### config.mk
export PLATFORM = sky130hd
export DESIGN_NAME = dm_loader
export DESIGN_NICKNAME = d
export VERILOG_FILES = /design/src/rtl/dm_loader.sv
export SDC_FILE = /design/constraint.sdc
export NUM_CORES = 1
export LEC_CHECK = 0
export ABC_CLOCK_PERIOD_IN_PS = 3100
export CORE_MARGIN = 3
export CORE_UTILIZATION = 55
export CTS_CLUSTER_DIAMETER = 60
export DETAILED_ROUTE_END_ITERATION = 7
export PLACE_DENSITY = 0.85
export SETUP_SLACK_MARGIN = 0.4
export SLEW_MARGIN = 5
export SYNTH_ARGS = -nofsm -noshare
export SYNTH_HDL_FRONTEND = slang
export SYNTH_SLANG_ARGS = --single-unit
### constraint.sdc
create_clock -name Clk -period 3.1 [get_ports Clk]
set_input_delay 0.31 -clock Clk [delete_from_list [all_inputs] [get_ports Clk]]
set_output_delay 0.31 -clock Clk [all_outputs]
set_load 0.01 [all_outputs]
### src/rtl/dm_loader.sv
// Host-side loader/unloader for the 8-bit core's data memory.
// Fills dat_mem from a byte stream, runs the core until Done or timeout, then streams a memory window back out.
module dm_loader #(
  parameter int          D          = 8,
  parameter logic [15:0] MAX_CYCLES = 16'hFFFF
) (
  input  logic         Clk,
  input  logic         Reset,
  input  logic         Start,
  input  logic [D:0]   LoadCount,
  input  logic [D-1:0] DumpBase,
  input  logic [D:0]   DumpCount,
  input  logic [7:0]   InData,
  input  logic         InValid,
  output logic         InReady,
  output logic         CpuReset,
  input  logic         CpuDone,
  output logic         MemSel,
  output logic [D-1:0] MemAddr,
  output logic         MemWriteEn,
  output logic [7:0]   MemDataIn,
  input  logic [7:0]   MemDataOut,
  output logic [7:0]   OutData,
  output logic         OutValid,
  input  logic         OutReady,
  output logic [15:0]  RunCycles,
  output logic         Timeout,
  output logic         Finished
);

  typedef enum logic [2:0] {IDLE, LOAD, RUN, DUMP, FINISH} state_t;

  localparam logic [15:0] RUN_LIMIT = MAX_CYCLES - 16'd1;

  state_t       state, next_state;
  logic [D-1:0] ptr;
  logic [D:0]   cnt;
  logic [D:0]   fetched;
  logic [D:0]   load_count;
  logic [D-1:0] dump_base;
  logic [D:0]   dump_count;
  logic [15:0]  run_cycles;
  logic         timeout;
  logic         out_valid;
  logic [7:0]   out_data;

  logic       start_ok;
  logic       load_beat;
  logic       load_last;
  logic       done_hit;
  logic       limit_hit;
  logic       out_beat;
  logic       dump_last;
  logic       fetch;
  logic [D:0] cnt_inc;

  assign cnt_inc   = cnt + 1'b1;
  assign start_ok  = Start && ((state == IDLE) || (state == FINISH));
  assign load_beat = (state == LOAD) && InValid;
  assign load_last = load_beat && (cnt_inc == load_count);
  // Done is ignored on the first RUN cycle, which is exactly when run_cycles is still 0.
  assign done_hit  = (state == RUN) && CpuDone && (run_cycles != 16'd0);
  assign limit_hit = (state == RUN) && !done_hit && (run_cycles == RUN_LIMIT);
  assign out_beat  = (state == DUMP) && out_valid && OutReady;
  assign dump_last = out_beat && (cnt_inc == dump_count);
  assign fetch     = (state == DUMP) && (!out_valid || OutReady) && (fetched != dump_count);

  always_ff @(posedge Clk) begin
    if (!Reset) state <= IDLE;
    else        state <= next_state;
  end

  always_comb begin
    next_state = state;
    case (state)
      IDLE, FINISH: if (Start) next_state = (LoadCount != '0) ? LOAD : RUN;
      LOAD:         if (load_last) next_state = RUN;
      RUN: begin
        if (done_hit)       next_state = (dump_count != '0) ? DUMP : FINISH;
        else if (limit_hit) next_state = FINISH;
      end
      DUMP:         if (dump_last) next_state = FINISH;
      default:      next_state = IDLE;
    endcase
  end

  // Stream/write strobes are gated by Reset so nothing is written on an aborting edge.
  always_comb begin
    InReady    = 1'b0;
    CpuReset   = 1'b1;
    MemSel     = 1'b0;
    MemWriteEn = 1'b0;
    Finished   = 1'b0;
    case (state)
      LOAD: begin
        InReady    = Reset;
        MemSel     = 1'b1;
        MemWriteEn = InValid && Reset;
      end
      RUN:     CpuReset = 1'b0;
      DUMP:    MemSel   = 1'b1;
      FINISH:  Finished = 1'b1;
      default: ;
    endcase
  end

  always_ff @(posedge Clk) begin
    if (!Reset) begin
      ptr        <= '0;
      cnt        <= '0;
      fetched    <= '0;
      load_count <= '0;
      dump_base  <= '0;
      dump_count <= '0;
      run_cycles <= '0;
      timeout    <= 1'b0;
      out_valid  <= 1'b0;
      out_data   <= '0;
    end else begin
      if (start_ok) begin
        load_count <= LoadCount;
        dump_base  <= DumpBase;
        dump_count <= DumpCount;
        ptr        <= '0;
        cnt        <= '0;
        fetched    <= '0;
        run_cycles <= '0;
        timeout    <= 1'b0;
      end
      if (load_beat) begin
        ptr <= ptr + 1'b1;
        cnt <= cnt_inc;
      end
      if (state == RUN) begin
        if (run_cycles != 16'hFFFF) run_cycles <= run_cycles + 16'd1;
        if (limit_hit) timeout <= 1'b1;
        if (done_hit) begin
          ptr     <= dump_base;
          cnt     <= '0;
          fetched <= '0;
        end
      end
      // Output register slice: refill whenever the held byte is empty or being taken.
      if (fetch) begin
        out_data  <= MemDataOut;
        out_valid <= 1'b1;
        ptr       <= ptr + 1'b1;
        fetched   <= fetched + 1'b1;
      end else if (out_beat) begin
        out_valid <= 1'b0;
      end
      if (out_beat) cnt <= cnt_inc;
    end
  end

  assign MemAddr   = ptr;
  assign MemDataIn = InData;
  assign OutData   = out_data;
  assign OutValid  = out_valid;
  assign RunCycles = run_cycles;
  assign Timeout   = timeout;

endmodule

==> flow_summary.ini, run 1 <==
[critical_path]
crit_required_ps = 2790
crit_fanout = 6
reg2reg_depth = 7
crit_arrival_ps = 2260
critical_path_class = register to output port
cp-start-kind = register
crit_path_end_kind = output port

[synth]
ys.flop_type = dfxtp_1
synth_edf_count = 0
synth.distinct_cells = 64
synth-compound-area-share = 0.157
ys_ff_latch = 81
synth-adder-area-share = 0.0168
synth_fp_nets = 621
synth.top_cell.area_share = 0.362
syn_inst = 567
synth-seq-area-share = 0.362
yosys-top-cells-area = dfxtp_1 36%, nand2_1 7.6%, a21oi_1 6.5%
synth_xor_area_frac = 0.0828
async_flop_share = 0
yosysWarnings = 0
synth_top_family_by_area = simple AND/OR/NAND/NOR gates
synth_top_cell_by_area = dfxtp_1
synthSimpleGateAreaFrac = 0.288
syn_area_per_cell_sq_um = 7.89
synthMuxAreaShare = 0.0403
netlist_area_sq_um = 4470

[floorplan]
start_util = 0.573
dieWidth_um = 96.2
die_area_sq_um = 9250
die_h_um = 96.2
core_area_sq_um = 7810
rows = 32
pin_count = 95

[route]
viasPerCell = 5.91
drt_iter0_drc = 292
drc = 0
wl_per_cell_um = 16.4
vias = 4301
antenna_left = 0
drt_first_pass_iters = 7
drt-total-wl_um = 12000

[timing]
rsz0062_at_grt = false
fmax_mhz = 389
setup_viol = 0
fin_skew_ps = 10.9
fin_setup_tns_ps = 0
layout_setup_ws_ps = 529
hold_viol_final = 0
final_max_slew_viol_count = 0
post-route-min-period_ps = 2570
worst_pin_slew_ps = 749
slew_headroom = 0.501
fin_crit_sh = 0.829

[finish]
diodes = 0
synthToLayoutAreaGrowth_pct = 22.0
final_nets = 675
finish.utilization = 0.699
drive_gt1_frac = 0.0735
final_area_sq_um = 5460

[pwr]
power.internal_mw = 1.94
pwr-share-comb = 0.313
total_leakage_power_nw = 1.86
vdd.ir_drop.worst_uv = 477
clock_power_share = 0.264
power.density_nw_per_um2 = 557
p_seq_frac = 0.423
switchingPower_mw = 1.10
p_sw_frac = 0.360

[place]
placed_area_sq_um = 5230
pre_cts_ws_ps = 623
routabilityCongestion = 0.899
portBuffers = 78
hpwl_um = 8520

[clock_network]
cts_max_path_buffers = 2
cts.clk_slew.worst_paths_ps = 90
cts_tree = done
h-tree-depth = 3
numCtsBuffers = 9
clk-insertion-delay-late_ps = 360
cts_sinks = 81
cts_hold_buffers = 0
clock-root-buffer = clkbuf_8

[job]
cap_violations = 0

[global_route]
antenna_found_initial = 0
grt_pass1_wl_um = 19200
grt_max_degree = 65
grt_util_all_layers = 0.265
gr-total-overflow = 0
first_global_vias = 4043

[worst_hold_path]
min_delay_path_depth = 2
hold_class = register to register

[run_status]
status = finished, final reports clean
==> worst max-delay path, stage by stage, from the launching register on <==
cell and delay, ps:
dfxtp_1 470, nor2b_1 330, nor2b_1 320, and3_1 240, clkdlybuf4s50_1 540
==> stage by stage <==
stage / hold slack, ps / instances / power (mW)
floorplan: 432 / 567 / 1.92
global placement: 440 / 712 / 2.21
detailed placement: 452 / 712 / 2.24
CTS: 464 / 728 / 3.03
global route: 491 / 728 / 3.22
finish: 459 / 728 / 3.04
==> Yosys cell counts, types with 3 or more instances <==
library cell and number:
a211o_1 3, nand2b_1 10, and2_1 8, or3b_2 3
and3_1 12, nor4_1 6, ha_1 6, a31oi_1 4
buf_2 8, buf_4 9, and4_1 3, xor2_1 12
nand2_1 91, mux2i_1 9, nor2b_1 5, a41oi_1 3
inv_1 8, a21oi_1 58, nand3_1 26, or3_1 9
mux2_2 8, nor3_1 7, o21ai_0 11, o211ai_1 3
nor2_1 53, o21a_1 5, nand4_1 15, dfxtp_1 81
xnor2_1 25, clkbuf_1 24
==> kinds of logic after synthesis <==
logic type | count (synthesis)
flip-flops | 81
AND/OR/NAND/NOR | 261
adder cells (fa/ha/maj) | 6
buffers and inverters | 51
AO/OA/AOI/OAI | 112
XOR/XNOR | 39
multiplexers | 17
==> worst paths after layout <==
path                                           startpoint                         to  slack (ps)
worst max-delay path                state[0]$_SDFFE_PN0P_                 MemWriteEn         530
worst min-delay path            dump_base[4]$_SDFFE_PN0P_  dump_base[4]$_SDFFE_PN0P_         460
worst max register to register          cnt[0]$_SDFF_PN0_      state[0]$_SDFFE_PN0P_         610
worst min register to register  dump_base[4]$_SDFFE_PN0P_  dump_base[4]$_SDFFE_PN0P_         460
==> sequential cells by signal (all words and copies together), names as in the netlist, 3 cells and up <==
signal and flops:
load_count 9, cnt 9, state 3, RunCycles 16
dump_base 8, MemAddr 8, OutData 8, dump_count 9
fetched 9
==> cells in the final DEF, fill, tap and decap left out, types with 6 or more instances in the layout <==
cell              n
nor3_1            7
clkbuf_8         10
nor2_1           53
nand4_1          15
clkdlybuf4s50_1  78
and3_1           12
buf_4             7
xnor2_1          25
o21ai_0          11
or3_1             9
mux2i_1           9
nand2_1          91
dfxtp_1          81
xor2_1           12
and2_1            8
inv_1             7
nand2b_1         10
nand3_1          26
mux2_2            8
ha_1              6
a21oi_1          58
==> per-layer routing <==
metal	part of all wire	routed length, um	vias up	global-route usage
met1	0.42	5030	2016	0.338
met4	0.023	277	0	0.0948
met5	0	0	-	0
li1	-	-	2089	-
met3	0.060	721	36	0.0602
met2	0.50	5920	160	0.435
==> power by group through the flow <==
stage                     Sequential [mW]  Combinational (mW)  Clock [mW]
after floorplan                      1.26               0.664           0
after global routing                 1.30                1.05       0.870
after global placement               1.30               0.917           0
after CTS                            1.28               0.942       0.812
final                                1.29               0.952       0.802
after detailed placement             1.30               0.934           0
==> what timing repair did <==
action | in CTS | in global routing
resized for setup | 0 | 3
buffers inserted | 0 | 0
hold endpoints to repair | 0 | 0
endpoints found under the setup margin | 0 | 8
==> area by class of cell <==
class | instances | area, sq um
Multi-Input combinational cell | 435 | 2640
Inverter | 9 | 33.8
Timing Repair Buffer | 85 | 833
Clock inverter | 6 | 66.3
Sequential cell | 81 | 1620
Fill cell | 632 | 2350
Tap cell | 102 | 128
Clock buffer | 10 | 138
(Power assumes the default switching activity.)
==> run 2, diff against run 1 <==
- ABC_CLOCK_PERIOD_IN_PS: 3100 -> 2620
- CORE_UTILIZATION: 55 -> 51
- PLACE_DENSITY: 0.85 -> 0.8
- clock period: 3.1 -> 2.62 ns (I/O delays scaled with it)
==> flow_summary.ini, run 2 (synthesis gave the netlist of run 1 again) <==
[finish]
final_cell_mix = 90 x nand2_1, 78 x clkdlybuf4s50_1, 73 x dfxtp_1, 57 x a21oi_1, 52 x nor2_1
diodes = 0
final_common_cell = nand2_1
final_nets = 685
largest_reg_flops = 16
drive_gt1_frac = 0.119
final_cells = 741
fill_cells = 683
synthToLayoutAreaGrowth_pct = 25.8

[critical_path]
worst-path-buf-inv = 1
crit_required_ps = 2900
max_stage_delay_ps = 590
crit_fanout = 8
crit_arrival_ps = 2490
slowest_stage = or4b_4
path_cells = nand4_1, buf_4, nor4_4, or4b_4, nor3_1, mux2_2, nor2_1
path_delay_family = simple AND/OR/NAND/NOR gates
critical_path_class = register to register
rrSetupSlack_ps = 410
cp-start-kind = register
crit_path_end_kind = register

[route]
vias = 4373
wl_per_cell_um = 16.5
drc = 0
drt_first_pass_iters = 6
antenna_left = 0
viasPerCell = 5.90
drt_iter0_drc = 278
drt-total-wl_um = 12200

[clock_network]
h-tree-depth = 3
cts_sinks = 81
cts_tree = done
clk-insertion-delay-late_ps = 350
cts_max_path_buffers = 2
cts.clk_slew.worst_paths_ps = 90
cts_hold_buffers = 0
clock-root-buffer = clkbuf_8
numCtsBuffers = 9

[timing]
hold_viol_final = 0
fin_setup_tns_ps = 0
fin_hold_ws_ps = 446
slew_headroom = 0.543
post-route-min-period_ps = 2210
fmax_mhz = 452
rsz0062_at_grt = true
fin_crit_sh = 0.845
worst_pin_slew_ps = 686
final_max_slew_viol_count = 0
fin_skew_ps = 9.83
setup_viol = 0

[floorplan]
pin_count = 95
rows = 33
dieWidth_um = 99.7
start_util = 0.534
core_area_sq_um = 8380
die_h_um = 99.7
die_area_sq_um = 9930

[place]
portBuffers = 78
hpwl_um = 8500
dp_cells = 719
routabilityCongestion = 0.883

[job]
cap_violations = 0

[pwr]
p_total_mw = 3.63
total_leakage_power_nw = 1.96
power.density_nw_per_um2 = 644
vdd.ir_drop.worst_uv = 445

[global_route]
grt_util_all_layers = 0.240
first_global_vias = 4069
gr-total-overflow = 0
grt_max_degree = 65
grt_pass1_wl_um = 19700
antenna_found_initial = 0

[worst_hold_path]
hold_class = input port to register

[run_status]
status = finished, final reports clean
[run 2: cell count changes in the layout (fill, tap and decap cells not counted), sizes merged]
cell	change
clkinvlp	-1
clkbuf	+2
buf	+10
bufinv	-1
[run 2: where the power goes]
group / total, mW / leakage [nW] / internal, mW / switching, mW
Combinational: 1.26 / 1.21 / 0.558 / 0.700
Sequential: 1.53 / 0.661 / 1.36 / 0.171
Clock: 0.839 / 0.0826 / 0.372 / 0.467
[run 2: stage by stage]
stage,setup slack (ps),utilization,area (sq um)
finish,407,0.672,5630
global route,358,0.672,5630
CTS,329,0.655,5490
detailed placement,193,0.628,5270
global placement,332,0.628,5270
floorplan,530,-,4470
[run 2: repair_timing]
action | CTS | global route
setup buffers | 1 | 5
endpoints found under the setup margin | 32 | 31
pin swaps | 1 | 2
resized for setup | 12 | 20
[run 2: path summary, 6_finish.rpt]
path	from	end	depth (start not counted)
worst max-delay path	RunCycles[5]$_SDFF_PN0_	RunCycles[12]$_SDFF_PN0_	7
worst min-delay path	DumpBase[4]	dump_base[4]$_SDFFE_PN0P_	3
worst max register to register	RunCycles[5]$_SDFF_PN0_	RunCycles[12]$_SDFF_PN0_	7
worst min register to register	dump_base[0]$_SDFFE_PN0P_	dump_base[0]$_SDFFE_PN0P_	2
[run 2: worst register-to-register path, stage by stage, from the launching register on]
cell and delay, ps:
dfxtp_1 390, nand4_1 180, buf_4 190, nor4_4 70, or4b_4 590, nor3_1 250
mux2_2 370, nor2_1 100
[run 2: cell type report]
cell class,instances,area [sq um],area share
Clock buffer,12,145,0.0258
Inverter,9,33.8,0.00600
Multi-Input combinational cell,435,2750,0.489
Tap cell,105,131,0.0233
Timing Repair Buffer,95,908,0.161
Sequential cell,81,1630,0.290
Clock inverter,4,28.8,0.00511
[run 2: layer usage]
| layer | wire length [um] | global-route usage | part of all wire | vias to the layer above |
|---|---|---|---|---|
| met3 | 798 | 0.0414 | 0.065 | 15 |
| met2 | 6120 | 0.413 | 0.50 | 162 |
| met4 | 125 | 0.0546 | 0.010 | 0 |
| li1 | - | - | - | 2111 |
| met5 | 0 | 0 | 0 | - |
| met1 | 5150 | 0.314 | 0.42 | 2085 |
==> run 3, diff against run 2 <==
- ABC_CLOCK_PERIOD_IN_PS: 2620 -> 1850
- CORE_UTILIZATION: 51 -> 46
- PLACE_DENSITY: 0.8 -> 0.76
- clock period: 2.62 -> 1.85 ns (I/O delays scaled with it)
==> flow_summary.ini, run 3 (synthesis gave the netlist of run 1 again) <==
[floorplan]
core_area_sq_um = 9330
die_area_sq_um = 10900
die_h_um = 105
rows = 35
pin_count = 95
dieWidth_um = 105
start_util = 0.480

[critical_path]
max_stage_delay_ps = 400
path_cells = nor2b_4, buf_4, nand4_1, a211oi_1, nand4_1, o31ai_4, a31oi_1
crit_path_end_kind = register
crit_fanout = 5
path_delay_family = compound AO/OA/AOI/OAI gates
crit_required_ps = 2070
crit_arrival_ps = 2330
slowest_stage = dfxtp_4
worst-path-buf-inv = 1
cp_common_cell = nand4_1
critical_path_class = register to register
cp-start-kind = register

[finish]
final_common_cell = buf_4
drive_gt1_frac = 0.431
final_nets = 799
diodes = 0
synthToLayoutAreaGrowth_pct = 64.9
final_cell_mix = 98 x buf_4, 77 x nand2_1, 40 x a21oi_1, 39 x nor2_1, 39 x clkdlybuf4s50_1
fill_cells = 493
largest_reg_flops = 16

[route]
drt-total-wl_um = 18700
drc = 0
drt_first_pass_iters = 5
vias = 5415
drt_iter0_drc = 514
viasPerCell = 6.16
wl_per_cell_um = 21.2
antenna_left = 0

[timing]
worst_pin_slew_ps = 460
fin_hold_ws_ps = 370
fmax_mhz = 473
rsz0062_at_grt = true
hold_viol_final = 0
final_max_slew_viol_count = 0
post-route-min-period_ps = 2120
fin_crit_sh = 1.14
layout_setup_ws_ps = -266
setup_viol = 38
slew_headroom = 0.692
fin_skew_ps = 13.9

[run_status]
violations = setup timing
status = finished, violations left

[clock_network]
clk-insertion-delay-late_ps = 370
cts_max_path_buffers = 2
cts_tree = done
cts_hold_buffers = 0
cts.clk_slew.worst_paths_ps = 80
cts_sinks = 81
clock-root-buffer = clkbuf_8
numCtsBuffers = 9
h-tree-depth = 3

[place]
routabilityCongestion = 0.873
hpwl_um = 9530
portBuffers = 78

[global_route]
first_global_vias = 5293
gr-total-overflow = 0
antenna_found_initial = 0
grt_max_degree = 65
grt_pass1_wl_um = 25800
grt_util_all_layers = 0.287

[worst_hold_path]
hold_class = input port to output port

[pwr]
total_leakage_power_nw = 3.12
vdd.ir_drop.worst_uv = 795
p_total_mw = 6.70
power.density_nw_per_um2 = 908

[job]
cap_violations = 0
[run 3: where the power goes]
part           internal [mW]  switching (mW)
Sequential              1.93           0.208
Combinational           1.56            1.61
Clock                  0.633           0.747
[run 3: final cells by class]
cell class | count | area [sq um] | share of cell area
Inverter | 9 | 38.8 | 0.00526
Timing Repair Buffer | 209 | 1950 | 0.265
Clock inverter | 7 | 78.8 | 0.0107
Clock buffer | 9 | 124 | 0.0168
Multi-Input combinational cell | 435 | 3310 | 0.448
Tap cell | 129 | 161 | 0.0219
Sequential cell | 81 | 1720 | 0.233
[run 3: timing repair]
item	in CTS	in global routing
resized for setup	175	92
buffers inserted	25	12
setup endpoints to repair	103	97
pin swaps	32	46
gates cloned	3	0
[run 3: worst paths after layout]
check,to,cells past startpoint,startpoint,slack (ps)
worst max-delay path,state[1]$_SDFFE_PN0P_,7,state[0]$_SDFFE_PN0P_,-270
worst min-delay path,MemDataIn[7],0,InData[7],370
worst max register to register,state[1]$_SDFFE_PN0P_,7,state[0]$_SDFFE_PN0P_,-270
worst min register to register,dump_base[4]$_SDFFE_PN0P_,2,dump_base[4]$_SDFFE_PN0P_,480
[run 3: per-stage QoR]
stage               setup slack [ps]  setup TNS [ps]  instance area (sq um)   util  std cells
floorplan                       -132            -495                   4690      -        567
global placement                -172           -1360                   6070  0.651        823
detailed placement              -257           -2460                   6070  0.651        823
CTS                            -62.9            -268                   6960  0.747        867
global route                    -339           -4830                   7380  0.791        879
finish                          -266           -2540                   7380  0.791        879
[run 3: worst reg2reg max path, cell delays in order (launching register included)]
cell,delay [ps]
dfxtp_4,400
nor2b_4,200
buf_4,150
nand4_1,170
a211oi_1,250
nand4_1,240
o31ai_4,390
a31oi_1,190
[run 3: layer usage]
metal  wire length (um)  vias to the layer above  part of all wire  global-route usage
li1                   -                     2344                 -                   -
met1               6820                     2552              0.37               0.328
met2               9270                      401              0.50               0.515
met3               1430                      118             0.077              0.0556
met4               1150                        0             0.061               0.132
met5                  0                        -                 0                   0
